File: src/rtl/datapath_sequencer_if.sv
// Command and datapath-control bundle for the datapath sequencer.
// The slave modport is the sequencer's view; the master modport is the
// environment that issues commands and returns ALU flags.
interface datapath_sequencer_if;
    // Command channel
    logic        cmd_valid;
    logic        cmd_ready;
    logic [4:0]  cmd_sel;
    logic [4:0]  cmd_srcA;
    logic [4:0]  cmd_srcB;
    logic [4:0]  cmd_dst;
    logic        cmd_cin;
    logic        cmd_muxSel;
    logic [1:0]  cmd_wb;

    // Datapath controls
    logic [4:0]  readA;
    logic [4:0]  readB;
    logic [4:0]  writeReg;
    logic [4:0]  sel;
    logic        cin;
    logic        muxSel;
    logic        write;
    logic        writeRam;

    // ALU flags returned by the datapath
    logic [3:0]  status;
    logic        Cout;

    // Completion reporting
    logic        done;
    logic [3:0]  done_status;
    logic        done_cout;
    logic [15:0] op_count;

    modport slave (
        input  cmd_valid, cmd_sel, cmd_srcA, cmd_srcB, cmd_dst,
               cmd_cin, cmd_muxSel, cmd_wb, status, Cout,
        output cmd_ready, readA, readB, writeReg, sel, cin, muxSel,
               write, writeRam, done, done_status, done_cout, op_count
    );

    modport master (
        output cmd_valid, cmd_sel, cmd_srcA, cmd_srcB, cmd_dst,
               cmd_cin, cmd_muxSel, cmd_wb, status, Cout,
        input  cmd_ready, readA, readB, writeReg, sel, cin, muxSel,
               write, writeRam, done, done_status, done_cout, op_count
    );
endinterface

File: src/rtl/datapath_sequencer.sv
// Datapath sequencer: accepts one command at a time and walks it through
// READ -> EXEC -> (WB) -> DONE, driving registered datapath controls,
// capturing ALU flags at the end of EXEC and counting completed commands.
module datapath_sequencer (
    input  logic                 clock,
    input  logic                 reset,
    datapath_sequencer_if.slave  bus
);

    typedef enum logic [2:0] {
        IDLE = 3'd0,
        READ = 3'd1,
        EXEC = 3'd2,
        WB   = 3'd3,
        DONE = 3'd4
    } stateT;

    stateT       state_q;

    // Latched command fields that are not themselves visible as outputs
    logic [4:0]  cmdDst_q;
    logic [1:0]  cmdWb_q;

    // Registered outputs; readA/readB/sel/cin/muxSel double as the latch
    // for the corresponding command fields while a command is in flight.
    logic        cmdReady_q;
    logic [4:0]  readA_q;
    logic [4:0]  readB_q;
    logic [4:0]  writeReg_q;
    logic [4:0]  sel_q;
    logic        cin_q;
    logic        muxSel_q;
    logic        write_q;
    logic        writeRam_q;
    logic        done_q;
    logic [3:0]  doneStatus_q;
    logic        doneCout_q;
    logic [15:0] opCount_q;

    // Sequencer FSM: state plus every output is computed for the next cycle here
    always_ff @(posedge clock) begin
        if (reset) begin
            state_q      <= IDLE;
            cmdDst_q     <= 5'd0;
            cmdWb_q      <= 2'd0;
            cmdReady_q   <= 1'b1;
            readA_q      <= 5'd0;
            readB_q      <= 5'd0;
            writeReg_q   <= 5'd0;
            sel_q        <= 5'd0;
            cin_q        <= 1'b0;
            muxSel_q     <= 1'b0;
            write_q      <= 1'b0;
            writeRam_q   <= 1'b0;
            done_q       <= 1'b0;
            doneStatus_q <= 4'd0;
            doneCout_q   <= 1'b0;
            opCount_q    <= 16'd0;
        end else begin
            write_q    <= 1'b0;
            writeRam_q <= 1'b0;
            done_q     <= 1'b0;
            case (state_q)
                IDLE: begin
                    if (bus.cmd_valid && cmdReady_q) begin
                        state_q    <= READ;
                        cmdReady_q <= 1'b0;
                        readA_q    <= bus.cmd_srcA;
                        readB_q    <= bus.cmd_srcB;
                        sel_q      <= bus.cmd_sel;
                        cin_q      <= bus.cmd_cin;
                        muxSel_q   <= bus.cmd_muxSel;
                        cmdDst_q   <= bus.cmd_dst;
                        cmdWb_q    <= bus.cmd_wb;
                    end
                end
                READ: begin
                    state_q <= EXEC;
                end
                EXEC: begin
                    doneStatus_q <= bus.status;
                    doneCout_q   <= bus.Cout;
                    if (cmdWb_q != 2'b00) begin
                        state_q    <= WB;
                        writeReg_q <= cmdDst_q;
                        write_q    <= cmdWb_q[0];
                        writeRam_q <= cmdWb_q[1];
                    end else begin
                        state_q   <= DONE;
                        done_q    <= 1'b1;
                        opCount_q <= opCount_q + 16'd1;
                    end
                end
                WB: begin
                    state_q   <= DONE;
                    done_q    <= 1'b1;
                    opCount_q <= opCount_q + 16'd1;
                end
                DONE: begin
                    state_q    <= IDLE;
                    cmdReady_q <= 1'b1;
                    readA_q    <= 5'd0;
                    readB_q    <= 5'd0;
                    sel_q      <= 5'd0;
                    cin_q      <= 1'b0;
                    muxSel_q   <= 1'b0;
                end
                default: begin
                    state_q    <= IDLE;
                    cmdReady_q <= 1'b1;
                end
            endcase
        end
    end

    assign bus.cmd_ready   = cmdReady_q;
    assign bus.readA       = readA_q;
    assign bus.readB       = readB_q;
    assign bus.writeReg    = writeReg_q;
    assign bus.sel         = sel_q;
    assign bus.cin         = cin_q;
    assign bus.muxSel      = muxSel_q;
    assign bus.write       = write_q;
    assign bus.writeRam    = writeRam_q;
    assign bus.done        = done_q;
    assign bus.done_status = doneStatus_q;
    assign bus.done_cout   = doneCout_q;
    assign bus.op_count    = opCount_q;

endmodule
File: src/flat_wrapper.sv
// flat-port wrapper written by rule: the top's interface ports become plain ports
module datapath_sequencer_flat 
  (clock, reset, bus_cmd_valid, bus_cmd_sel, bus_cmd_srcA, bus_cmd_srcB, bus_cmd_dst, bus_cmd_cin, bus_cmd_muxSel, bus_cmd_wb, bus_status, bus_Cout, bus_cmd_ready, bus_readA, bus_readB, bus_writeReg, bus_sel, bus_cin, bus_muxSel, bus_write, bus_writeRam, bus_done, bus_done_status, bus_done_cout, bus_op_count);
  datapath_sequencer_if bus_i ();
  input  logic clock;
  input  logic reset;
  input wire logic [$bits(bus_i.cmd_valid)-1:0] bus_cmd_valid;
  input wire logic [$bits(bus_i.cmd_sel)-1:0] bus_cmd_sel;
  input wire logic [$bits(bus_i.cmd_srcA)-1:0] bus_cmd_srcA;
  input wire logic [$bits(bus_i.cmd_srcB)-1:0] bus_cmd_srcB;
  input wire logic [$bits(bus_i.cmd_dst)-1:0] bus_cmd_dst;
  input wire logic [$bits(bus_i.cmd_cin)-1:0] bus_cmd_cin;
  input wire logic [$bits(bus_i.cmd_muxSel)-1:0] bus_cmd_muxSel;
  input wire logic [$bits(bus_i.cmd_wb)-1:0] bus_cmd_wb;
  input wire logic [$bits(bus_i.status)-1:0] bus_status;
  input wire logic [$bits(bus_i.Cout)-1:0] bus_Cout;
  output wire logic [$bits(bus_i.cmd_ready)-1:0] bus_cmd_ready;
  output wire logic [$bits(bus_i.readA)-1:0] bus_readA;
  output wire logic [$bits(bus_i.readB)-1:0] bus_readB;
  output wire logic [$bits(bus_i.writeReg)-1:0] bus_writeReg;
  output wire logic [$bits(bus_i.sel)-1:0] bus_sel;
  output wire logic [$bits(bus_i.cin)-1:0] bus_cin;
  output wire logic [$bits(bus_i.muxSel)-1:0] bus_muxSel;
  output wire logic [$bits(bus_i.write)-1:0] bus_write;
  output wire logic [$bits(bus_i.writeRam)-1:0] bus_writeRam;
  output wire logic [$bits(bus_i.done)-1:0] bus_done;
  output wire logic [$bits(bus_i.done_status)-1:0] bus_done_status;
  output wire logic [$bits(bus_i.done_cout)-1:0] bus_done_cout;
  output wire logic [$bits(bus_i.op_count)-1:0] bus_op_count;
  assign bus_i.cmd_valid = bus_cmd_valid;
  assign bus_i.cmd_sel = bus_cmd_sel;
  assign bus_i.cmd_srcA = bus_cmd_srcA;
  assign bus_i.cmd_srcB = bus_cmd_srcB;
  assign bus_i.cmd_dst = bus_cmd_dst;
  assign bus_i.cmd_cin = bus_cmd_cin;
  assign bus_i.cmd_muxSel = bus_cmd_muxSel;
  assign bus_i.cmd_wb = bus_cmd_wb;
  assign bus_i.status = bus_status;
  assign bus_i.Cout = bus_Cout;
  assign bus_cmd_ready = bus_i.cmd_ready;
  assign bus_readA = bus_i.readA;
  assign bus_readB = bus_i.readB;
  assign bus_writeReg = bus_i.writeReg;
  assign bus_sel = bus_i.sel;
  assign bus_cin = bus_i.cin;
  assign bus_muxSel = bus_i.muxSel;
  assign bus_write = bus_i.write;
  assign bus_writeRam = bus_i.writeRam;
  assign bus_done = bus_i.done;
  assign bus_done_status = bus_i.done_status;
  assign bus_done_cout = bus_i.done_cout;
  assign bus_op_count = bus_i.op_count;
  datapath_sequencer u_core (.clock(clock), .reset(reset), .bus(bus_i));
endmodule
File: config.mk
export PLATFORM = sky130hd
export DESIGN_NAME = datapath_sequencer_flat
export DESIGN_NICKNAME = d
export VERILOG_FILES = /design/src/rtl/datapath_sequencer_if.sv /design/src/rtl/datapath_sequencer.sv /design/src/flat_wrapper.sv
export SDC_FILE = /design/constraint.sdc
export NUM_CORES = 1
export LEC_CHECK = 0
export CAP_MARGIN = 20
export CORE_MARGIN = 4
export CORE_UTILIZATION = 30
export DETAILED_ROUTE_END_ITERATION = 12
export PLACE_DENSITY = 0.61
export SLEW_MARGIN = 0
export SYNTH_ARGS = -nofsm -noshare
export SYNTH_HDL_FRONTEND = slang
export SYNTH_SLANG_ARGS = --single-unit
export TNS_END_PERCENT = 20
File: constraint.sdc
create_clock -name clock -period 1.4 [get_ports clock]
set_input_delay 0.28 -clock clock [delete_from_list [all_inputs] [get_ports clock]]
set_output_delay 0.28 -clock clock [all_outputs]
set_load 0.005 [all_outputs]
# Word level (Yosys, flattened, before mapping)
# Index checks and enable logic that the tools add are counted.
[op_classes]
n_mul = 0
n_eq_ne = 6
n_mux = 19
bitwise = 3
n_lt_le_gt_ge = 0
shifts = 0
n_div = 0
reduce_logical = 12
addsub = 1
[ops]
columns = ["op", "count"]
rows = [
  ["one-hot mux 16 bit (2 select lines)", 1],
  ["one-hot mux 5 bit (2 select lines)", 3],
  ["adder 16 x 1 -> 16 bit (second input constant)", 1],
  ["two-way mux 16 bit", 1],
  ["two-way mux 5 bit", 3],
  ["one-hot mux 3 bit (4 select lines)", 1],
  ["AND reduction 2 bit", 5],
  ["one-hot mux 1 bit (2 select lines)", 4],
  ["== test 3 x 2 -> 1 bit (second input constant)", 2],
  ["two-way mux 3 bit", 2],
  ["nonzero test 2 bit", 3],
  ["OR reduction 3 bit", 2],
  ["two-way mux 1 bit", 4],
  ["== test 3 x 1 -> 1 bit (second input constant)", 1],
  ["== test 3 bit (second input constant)", 1],
  ["zero test 3 bit", 1],
  ["NOT 1 bit", 3],
  ["!= test 2 x 1 -> 1 bit (second input constant)", 1],
  ["!= test 2 bit (second input constant)", 1],
  ["logical AND 1 bit", 1],
]
[totals]
latch_bits = 0
memories = 0
regBits = 57
wordCells = 57
rom_bits = 0
ram_bits = 0

# Depth between registers and ports, before layout
[depth]
word_depth = 4
ltp_mapped = 6
mapped_depth_nobuf = 5

# Worst setup path after synthesis
# Ideal clock, no wire load.
[synth_path]
kind = "reg-to-reg"
from = "reg u_core.state_q[2]"
to = "reg u_core.writeReg_q[0], in the netlist u_core.bus.writeReg[0]"
stages_incl_launch_ff = 7
period_less_slack_ps = 1446
n_path_buf = 2
setup_time_ps = 128
setup_slack_ps = -46
t_arrival_ps = 1319
cell_sequence = "dfxtp_1 -> buf_2 -> nor3b_4 -> and2b_1 -> buf_4 -> mux2i_1 -> nor2_1"
[synth_via]
elab_chain_cells = 2
[synth_lines]
columns = ["element", "line", "text"]
rows = [
  ["start, declared", "datapath_sequencer.sv:18", "stateT state_q;"],
  ["start signal, assigned", "datapath_sequencer.sv:43", "state_q <= IDLE;"],
  ["start signal, assigned", "datapath_sequencer.sv:66", "state_q <= READ;"],
  ["start signal, assigned", "datapath_sequencer.sv:78", "state_q <= EXEC;"],
  ["== test 3 x 2 -> 1 bit", "datapath_sequencer.sv:63", "case (state_q)"],
  ["AND reduction 2 bit (no source line)", "-", ""],
  ["end signal, assigned", "datapath_sequencer.sv:85", "writeReg_q <= cmdDst_q;"],
  ["end, declared", "datapath_sequencer.sv:29", "logic [4:0] writeReg_q;"],
]
# No other way between the ends.
# A chain may end at the register's enable or synchronous reset.

# Worst setup path after layout
[layout_path]
from = "reg u_core.state_q[0]"
to = "reg u_core.opCount_q[13], in the netlist u_core.bus.op_count[13]"
[layout_via]
elab_chain_cells = 3
[layout_lines]
columns = ["element", "line", "text"]
rows = [
  ["== test 3 x 2 -> 1 bit", "datapath_sequencer.sv:63", ""],
  ["!= test 2 bit (no source line) / nonzero test 2 bit (equally long branches)", "-", ""],
  ["AND reduction 2 bit (no source line)", "-", ""],
  ["end signal, assigned", "datapath_sequencer.sv:91", "opCount_q <= opCount_q + 16'd1;"],
  ["end signal, assigned", "datapath_sequencer.sv:97", "opCount_q <= opCount_q + 16'd1;"],
  ["end, declared", "datapath_sequencer.sv:38", "logic [15:0] opCount_q;"],
]
# Parallel ways exist; a longest one is shown, timed or not.

==> flow_metrics.py <==
metrics = {
    "setup_path": {
        "critPathArrivalTime_ps": 1680,
        "worstPathMaxFanout": 7,
        "endpoint_kind": "flip-flop",
        "criticalPathCategory": "reg2reg",
        "cp-start-kind": "flip-flop",
        "critPathRequiredTime_ps": 1650,
    },
    "power_and_ir_drop": {
        "pwr-share-clk_pct": 42.6,
        "switchingPower_uw": 881,
        "pwr-share-comb_pct": 12.4,
        "vdd_ir_drop_max_v": 0.000523,
        "power.internal_mw": 2.97,
        "seqPwrFrac_pct": 45.0,
        "finalPower_mw": 3.85,
        "cellLeakagePower_nw": 1.62,
        "swShare_pct": 22.9,
        "p_per_area_nw_per_um2": 1090,
    },
    "detailed_routing": {
        "top_layer": "met4",
        "route.met3.wl_um": 306,
        "wl_per_cell_um": 12.5,
        "viasPerCell": 4.43,
        "wl_met1_um": 2390,
        "drt-pass1-iter-count": 4,
        "drtAntennaViolNets": 0,
        "drt_iter0_drc": 54,
        "vias": 1891,
        "drc": 0,
        "wl_um": 5340,
        "route.met2.wl_um": 2550,
    },
    "sta": {
        "finalHoldViolations": 0,
        "fmax_ghz": 0.701,
        "slew_violations": 0,
        "clock_skew_ps": 8.73,
        "layout_min_cycle_time_ps": 1430,
        "fin_ws_ps": -27.4,
        "period_share_pct": 102,
        "rsz0062_at_grt": "true",
        "relSlewSlack_pct": 78.9,
        "tns_ps": -126,
        "setup_viol": 8,
        "tightest_slew_ps": 317,
        "hold_slack_ps": 471,
    },
    "logic_synthesis": {
        "postSynthCellCount": 212,
        "synth_top_cell_area_share_pct": 52.5,
        "syn-num-nets": 245,
        "ys_types": 36,
        "synth_top_flop_cell": "dfxtp_1",
        "synth_edf_count": 0,
        "postSynthAreaPerCell_um2": 10.2,
        "synth_seq_cells": 57,
        "syn-cell-area_um2": 2170,
        "ys_seq_area_share_pct": 52.5,
        "async_flop_share_pct": 0,
        "synthTopCellsByArea": "dfxtp_1 (53%), mux2i_1 (11%), nor2_1 (6.2%)",
        "synth_area_leader_cell": "dfxtp_1",
        "yosysWarnings": 0,
    },
    "clock_network": {
        "clkTransAtPathRegs_ps": 70,
        "htreeDepth": 3,
        "cts-root-buf": "clkbuf_8",
        "cts.sinks": 57,
        "cts_tree": "built",
        "clock_path_buffers": 2,
        "clkLatencyLatePin_ps": 330,
        "numCtsBuffers": 9,
    },
    "placement": {
        "dp.final_hpwl_um": 3840,
        "gp_congestion": 0.740,
        "pre_cts_slack_ps": -469,
        "portBuffers": 78,
        "dpl.cell_count": 407,
        "postPlaceCellArea_um2": 3260,
    },
    "cells_and_area": {
        "final_cell_mix": "dlygate4sd2_1 (46), dfxtp_1 (43), nor2_1 (35), buf_4 (32), clkdlybuf4s50_1 (31)",
        "multi_input_area_um2": 993,
        "nNetsFinal": 359,
        "fin_cells": 427,
        "drive_gt1_share_pct": 24.5,
        "final_util_pct": 51.3,
        "layout_commonest_cell": "dlygate4sd2_1",
        "regArea_um2": 1170,
        "area_growth_pct": 63.1,
        "fin_area_um2": 3540,
        "fillers": 707,
        "antenna_cells": 0,
    },
    "hold_path": {
        "min_path_type": "reg2reg",
    },
    "die": {
        "core-area_um2": 6910,
        "die_w_um": 93.1,
        "floorplan.initialDensity_pct": 31.4,
        "die-area_um2": 8670,
        "placementRows": 30,
        "ios": 79,
        "die_y_um": 93.1,
    },
    "global_routing": {
        "grt_pass1_wl_um": 8990,
        "antenna_found_initial": 0,
        "grt_max_degree": 42,
        "gr-total-overflow": 0,
        "grt_pass1_vias": 1924,
        "grt_util_all_layers_pct": 12.9,
    },
    "status": {
        "failed_checks": "negative setup slack",
        "outcome": "finished, violations left",
    },
    "flow_run": {
        "cap_violations": 0,
    },
}
## worst max-delay path, stage by stage, from the launching register on
cell,delay [ps]
dfxtp_2,360
buf_6,110
o21bai_4,130
nand4_1,240
or3_1,380
a21oi_1,140
## power by group through the flow
stage                     clock, mW  sequential (mW)  combinational (mW)
after global placement            0             1.77               0.486
after detailed placement          0             1.77               0.492
after CTS                      1.69             1.74               0.482
after floorplan                   0             1.78               0.216
final                          1.64             1.73               0.479
after global routing           1.76             1.75               0.528
## layer usage
layer	vias to the layer above	GRT usage, %
met3	10	3.62
li1	969	-
met2	45	21.1
met4	0	5.86
met5	-	0
met1	867	15.8
## repair_timing
action | in CTS | in global routing
hold buffers | 0 | 0
cloned | 1 | 0
endpoints found under the setup margin | 75 | 40
setup buffers | 3 | 1
gates resized for setup | 71 | 13
pin swaps | 6 | 5
## state kept, by name, indices dropped and copies added, names as in the netlist
name                    count
u_core.bus.done_status      4
u_core.bus.cin              1
u_core.bus.cmd_ready        1
u_core.bus.readB            5
u_core.bus.sel              5
u_core.bus.done_cout        1
u_core.bus.writeReg         5
u_core.bus.done             1
u_core.cmdWb_q              2
u_core.bus.write            1
u_core.bus.op_count        16
u_core.cmdDst_q             5
u_core.bus.readA            5
u_core.state_q              3
u_core.bus.writeRam         1
u_core.bus.muxSel           1
## layout make-up
cell class / count / share of cell area, %
repair buffers: 116 / 29.4
clock buffers: 10 / 3.60
multi-input cells: 140 / 28.0
clock inverters: 6 / 2.33
inverters: 2 / 0.212
flip-flops and latches: 57 / 33.0
well taps: 96 / 3.39
## cells in the mapped netlist (3+ instances only)
master    instances
xor2_1            9
nor2_1           36
mux2i_1          23
dfxtp_1          57
a22o_1           11
or3_1             5
nand3_1           6
nand4_1           6
clkbuf_1          5
nor3_1            3
nand2_1           6
buf_4             5
a21oi_1           8
o21ai_0           5
## worst paths after layout
check | start | end | slack [ps] | cells after the start
min | u_core.bus.sel[3] | u_core.bus.sel[3] | 470 | 1
min reg2reg | u_core.bus.sel[3] | u_core.bus.sel[3] | 470 | 1
max reg2reg | u_core.state_q[0] | u_core.bus.op_count[13] | -30 | 5
max | u_core.state_q[0] | u_core.bus.op_count[13] | -30 | 5
## cell families (layout without fill, tap and decap cells)
family                   count (synthesis)  count (layout)  synth area share [%]
multiplexers                            23              23                  10.6
XOR/XNOR                                 9               9                  3.63
adder cells (fa/ha/maj)                  1               1                 0.576
buffers and inverters                   15             134                  3.92
flip-flops                              57              57                  52.5
AND/OR/NAND/NOR                         78              78                  19.1
AO/OA/AOI/OAI                           29              29                  9.68
No activity file was read; power rests on OpenSTA's default activity.
==> patch 1: new RTL, same flow settings <==
Reset style: asynchronous (`reset`), changed in one clocked block.
--- a/src/rtl/datapath_sequencer.sv
+++ b/src/rtl/datapath_sequencer.sv
@@ -39,5 +39,5 @@
 
     // Sequencer FSM: state plus every output is computed for the next cycle here
-    always_ff @(posedge clock) begin
+    always_ff @(posedge clock or posedge reset) begin
         if (reset) begin
             state_q      <= IDLE;
Function: differs if reset is asserted again (counterexample within 4 cycles, from zero or initial values and one cycle with reset high); with reset held inactive, the same outputs for 10 cycles.
==> patch 1 against the unedited design <==
The flow still finishes with violations (setup timing); final area increased by 7.8%; final cell count decreased by 6.6%; sequential cell count unchanged; area after synthesis increased by 7.4%; count of clock-buffer cells in the layout up 1; non-clock buffer count up 1; maximum frequency is 5.9% lower; via count shrank 5.3%; wire length is 9.1% higher; worst setup slack got worse by 90 ps.
Power is not compared: it rests on default switching activity, and its combinational part moved more than twofold at a synthesized area within 25%.
==> patch 1: results (changes against the unedited design) <==
Status
  – Failing checks: setup timing
  – Status: finished, violations left

Placement
  – RePlAce Congestion: 0.8059 (+8.9%)
  – HPWL after DPL: 3971 um (+3.5%)
  – Placed cell areas: 3405 um2 (+4.3%)
  – Cell count after placement: 369 (-9.3%)

Global route
  – Total global-route track usage: 13.95% (+1.0 points)
  – Largest net degree at the start of global routing: 34 (-19%)
  – Global-route wire length before repair: 9708 um (+8.0%)

Setup path
  – Worst path slowest cell: dfstp_2
  – Worst-path fanout max: 8 (+1)
  – CP max stage delay: 540 ps (+160 ps)

Synthesis
  – Gate Count Post-Synth: 173 (-18%)
  – Synth area leader: dfrtp_1
  – Synth cell types: 35 (-2.8%)
  – Synth top cells by count: 56 x dfrtp_1, 12 x a22o_1, 12 x nor2_1
  – Post-synthesis async set-or-reset flop share: 100.0% (+100 points)
  – Compound-Gate Fraction of Synth Area: 6.381% (-3.3 points)
  – Post-synthesis net count: 206 (-16%)
  – Sequential share of the synthesized area: 61.18% (+8.6 points)
  – Synthesized-area fraction occupied by xor and xnor cells: 5.630% (+2.0 points)
  – Synth area leaders: dfrtp_1 60%, a22o_1 4.5%, mux2_2 4.3%

Detailed routing
  – Routed vias: 1791 (-5.3%)
  – Vias/cell: 4.489 (+1.4%)
  – Initial DRC count: 36 (-33%)

Finish
  – FILL cells: 679 (-4.0%)
  – Post-layout nets: 328 (-8.6%)

Timing
  – Worst-Margin Slew: 280.9 ps (-35.82 ps)
  – Fin Setup TNS: -953.9 ps (-827.5 ps)
  – Setup-failing EPs final: 20 (+12)
  – Setup WS post-layout: -117.0 ps (-89.63 ps)
  – Worst hold slack: 233.4 ps (-237.7 ps)
## patch 1: final timing paths
kind,startpoint,end,cells past startpoint
setup / recovery,u_core.bus.cmd_ready,u_core.cmdDst_q[1],5
hold / removal,reset,u_core.cmdDst_q[4],2
setup reg to reg,u_core.bus.cmd_ready,u_core.cmdDst_q[1],5
hold reg to reg,u_core.bus.op_count[15],u_core.bus.op_count[15],1
max in group asynchronous,reset,u_core.bus.muxSel,3
min in group clock,u_core.bus.op_count[15],u_core.bus.op_count[15],1
## patch 1: worst max-delay path: cells and delay by family, from the launching register on
family | cells | cell delay (ps)
and+or+nand+nor | 2 | 240
muxes | 1 | 330
buffers and inverters | 2 | 290
DFF | 1 | 540
## patch 1: cell families after synthesis
family                   count (synthesis)
AO/OA/AOI/OAI                           17
XOR/XNOR                                15
adder cells (fa/ha/maj)                  1
buffers and inverters                   10
flip-flops                              57
multiplexers                            22
AND/OR/NAND/NOR                         51
## patch 1: power groups by stage
stage          logic [mW]  clock network [mW]  registers (mW)
2_1_floorplan      0.0262                   0            1.68
3_3_place_gp        0.138                   0            1.68
3_5_place_dp        0.136                   0            1.68
4_1_cts             0.137                1.79            1.65
5_1_grt             0.148                1.89            1.65
6_report            0.134                1.74            1.65
## patch 1: what timing repair did
item | 4_1_cts | 5_1_grt
hold endpoints to repair | 0 | 0
gates cloned | 0 | 0
endpoints found under the setup margin | 70 | 43
hold buffers | 0 | 0
buffers inserted | 14 | 0
pin swaps | 0 | 13
gates resized for setup | 63 | 26
## patch 1: routing by layer
layer	vias up	wire, um	part of all wire [%]	global-route usage, %
li1	850	-	-	-
met1	865	2629	45	17.95
met2	67	2624	45	21.16
met3	9	507	8.7	6.255
met4	0	66	1.1	3.910
met5	-	0	0	0
## patch 1: layout make-up
class                           count  area [um2]  area share [%]
Timing Repair Buffer              117        1065           27.87
Inverter                            4       18.77          0.4913
Sequential cell                    57        1434           37.54
Clock inverter                      5       77.57           2.031
Tap cell                           99       123.9           3.243
Clock buffer                       11       151.4           3.963
Multi-Input combinational cell    106       949.7           24.86
==> patch 2: new RTL, config.mk and constraints unchanged <==
Without the edit above. The 5 states of `stateT` get a one-hot encoding in 5 bits.
--- a/src/rtl/datapath_sequencer.sv
+++ b/src/rtl/datapath_sequencer.sv
@@ -8,10 +8,10 @@
 );
 
-    typedef enum logic [2:0] {
-        IDLE = 3'd0,
-        READ = 3'd1,
-        EXEC = 3'd2,
-        WB   = 3'd3,
-        DONE = 3'd4
+    typedef enum logic [4:0] {
+        IDLE = 5'b00001,
+        READ = 5'b00010,
+        EXEC = 5'b00100,
+        WB   = 5'b01000,
+        DONE = 5'b10000
     } stateT;
 
Behaviour: same outputs for any inputs over 10 cycles, from zero or initial values and one cycle with reset high; not proved beyond that.
==> patch 2 against the unedited design <==
The flow still finishes with violations (setup timing); critical path type unchanged; highest routed layer unchanged; final area up 9.6%; power down 1.1%; wire length up 18%; clock skew down 2.0 ps; hold slack worse by 140 ps; sequential cell count up 2; area after synthesis up 5.3%; worst setup slack worse by 170 ps.
==> patch 2: results (changes against the unedited design) <==
Power and ir drop
  – Max VDD drop: 567.2 uV (+8.5%)
  – Leakage: 1.685 nW (+4.0%)
  – Switch Pwr: 0.9132 mW (+3.6%)

Synthesis
  – Synth cell types: 35 (-2.8%)
  – Sequential share of the synthesized area: 51.64% (-0.89 points)
  – Post-synthesis net count: 288 (+18%)
  – Synth area leaders: dfxtp_1 52%, nand2_1 6.4%, a21oi_1 6.3%
  – Post-synthesis async set-or-reset flop share: 0% (unchanged)
  – Synth top cells by count: 59 x dfxtp_1, 39 x nand2_1, 29 x a21oi_1

Global route
  – Largest net degree at the start of global routing: 21 (-50%)
  – Vias in the first global route: 2219 (+15%)
  – Total global-route track usage: 14.09% (+1.2 points)
  – Global-route wire length before repair: 10060 um (+12%)

Detailed routing
  – Routed len/inst: 12.90 um (+3.1%)
  – 1st-pass router iterations: 4 (unchanged)
  – Routed vias: 2322 (+23%)
  – Initial DRC count: 64 (+19%)

Timing
  – Setup-failing EPs final: 43 (+35)
  – Fin Setup TNS: -3605 ps (-3479 ps)
  – Worst-Margin Slew: 365.0 ps (+48.24 ps)
  – Setup WS post-layout: -193.7 ps (-166.4 ps)
  – Clk_skew: 6.703 ps (-2.026 ps)

Status
  – Failing checks: setup timing
  – Status: finished, violations left

Finish
  – ANT cells: 0 (unchanged)
  – Layout cells sized above 1: 28.61% (+4.1 points)
  – Post-layout nets: 416 (+16%)
  – Number of flip-flops in the largest register: 16 (unchanged)
  – Post-route cell area: 3884 um2 (+9.6%)
  – FILL cells: 682 (-3.5%)

Placement
  – Placed cell areas: 3485 um2 (+6.8%)
  – # port buffers: 78 (unchanged)
  – RePlAce Congestion: 0.7532 (+1.8%)
  – HPWL after DPL: 4362 um (+14%)

Worst hold path
  – Worst min path class: input pin to flip-flop
  – Min-Delay Path Depth: 2 (+1)

Setup path
  – Worst-path fanout max: 6 (-1)
  – Depth of the worst register-to-register path: 6 (+1)

Clock network
  – Clock slew seen by the registers of the worst setup and hold paths: 60 ps
## patch 2: worst paths after layout
kind	to	start
worst min-delay path	u_core.bus.writeReg[1]	reset
worst min register to register	u_core.bus.readB[1]	u_core.bus.readB[1]
worst max register to register	u_core.bus.op_count[11]	u_core.cmdWb_q[1]
worst max-delay path	u_core.bus.op_count[11]	u_core.cmdWb_q[1]
## patch 2: final cells by class
class	count	share of cell area (%)
Clock inverter	5	1.353
Sequential cell	59	31.15
Inverter	2	0.1933
Timing Repair Buffer	130	30.57
Multi-Input combinational cell	181	29.90
Tap cell	99	3.189
Clock buffer	11	3.640
## patch 2: logic make-up after synthesis
group,count (synthesis),synth area share (%)
AND/OR/NAND/NOR,107,24.02
adder cells (fa/ha/maj),1,0.5470
multiplexers,6,2.626
XOR/XNOR,5,1.915
AO/OA/AOI/OAI,62,16.63
buffers and inverters,15,2.625
flip-flops,59,51.64
## patch 2: through the flow
stage	setup slack, ps	std cells	hold WS, ps
after CTS	-201.0	484	314.3
after floorplan	-128.8	255	416.0
final	-193.7	487	334.2
after global placement	-398.7	462	442.2
after detailed placement	-482.8	462	447.5
after global routing	-270.9	487	350.4
## patch 2: power groups by stage
| stage | Combinational, mW | Sequential, mW | Clock, mW |
|---|---|---|---|
| after floorplan | 0.182 | 1.82 | 0 |
| after global placement | 0.450 | 1.81 | 0 |
| after detailed placement | 0.454 | 1.82 | 0 |
| after CTS | 0.480 | 1.78 | 1.57 |
| after global routing | 0.558 | 1.79 | 1.63 |
| final | 0.516 | 1.78 | 1.51 |
## patch 2: critical path: stages (launching register included)
cell       delay (ps)
dfxtp_2           330
nor4b_4           300
buf_4             190
o2111ai_4         120
buf_6             160
or3_1             300
a21oi_1           120
## patch 2: repair_timing
item | 4_1_cts | 5_1_grt
setup buffers | 5 | 3
pin swaps | 15 | 7
endpoints found under the setup margin | 100 | 56
cloned | 1 | 0
resized for setup | 74 | 26
## patch 2: metal layers
| metal | share of wire (%) | GRT usage (%) |
|---|---|---|
| met4 | 0.81 | 4.327 |
| met5 | 0 | 0 |
| met2 | 49 | 23.73 |
| met1 | 43 | 15.81 |
| met3 | 7.6 | 6.551 |
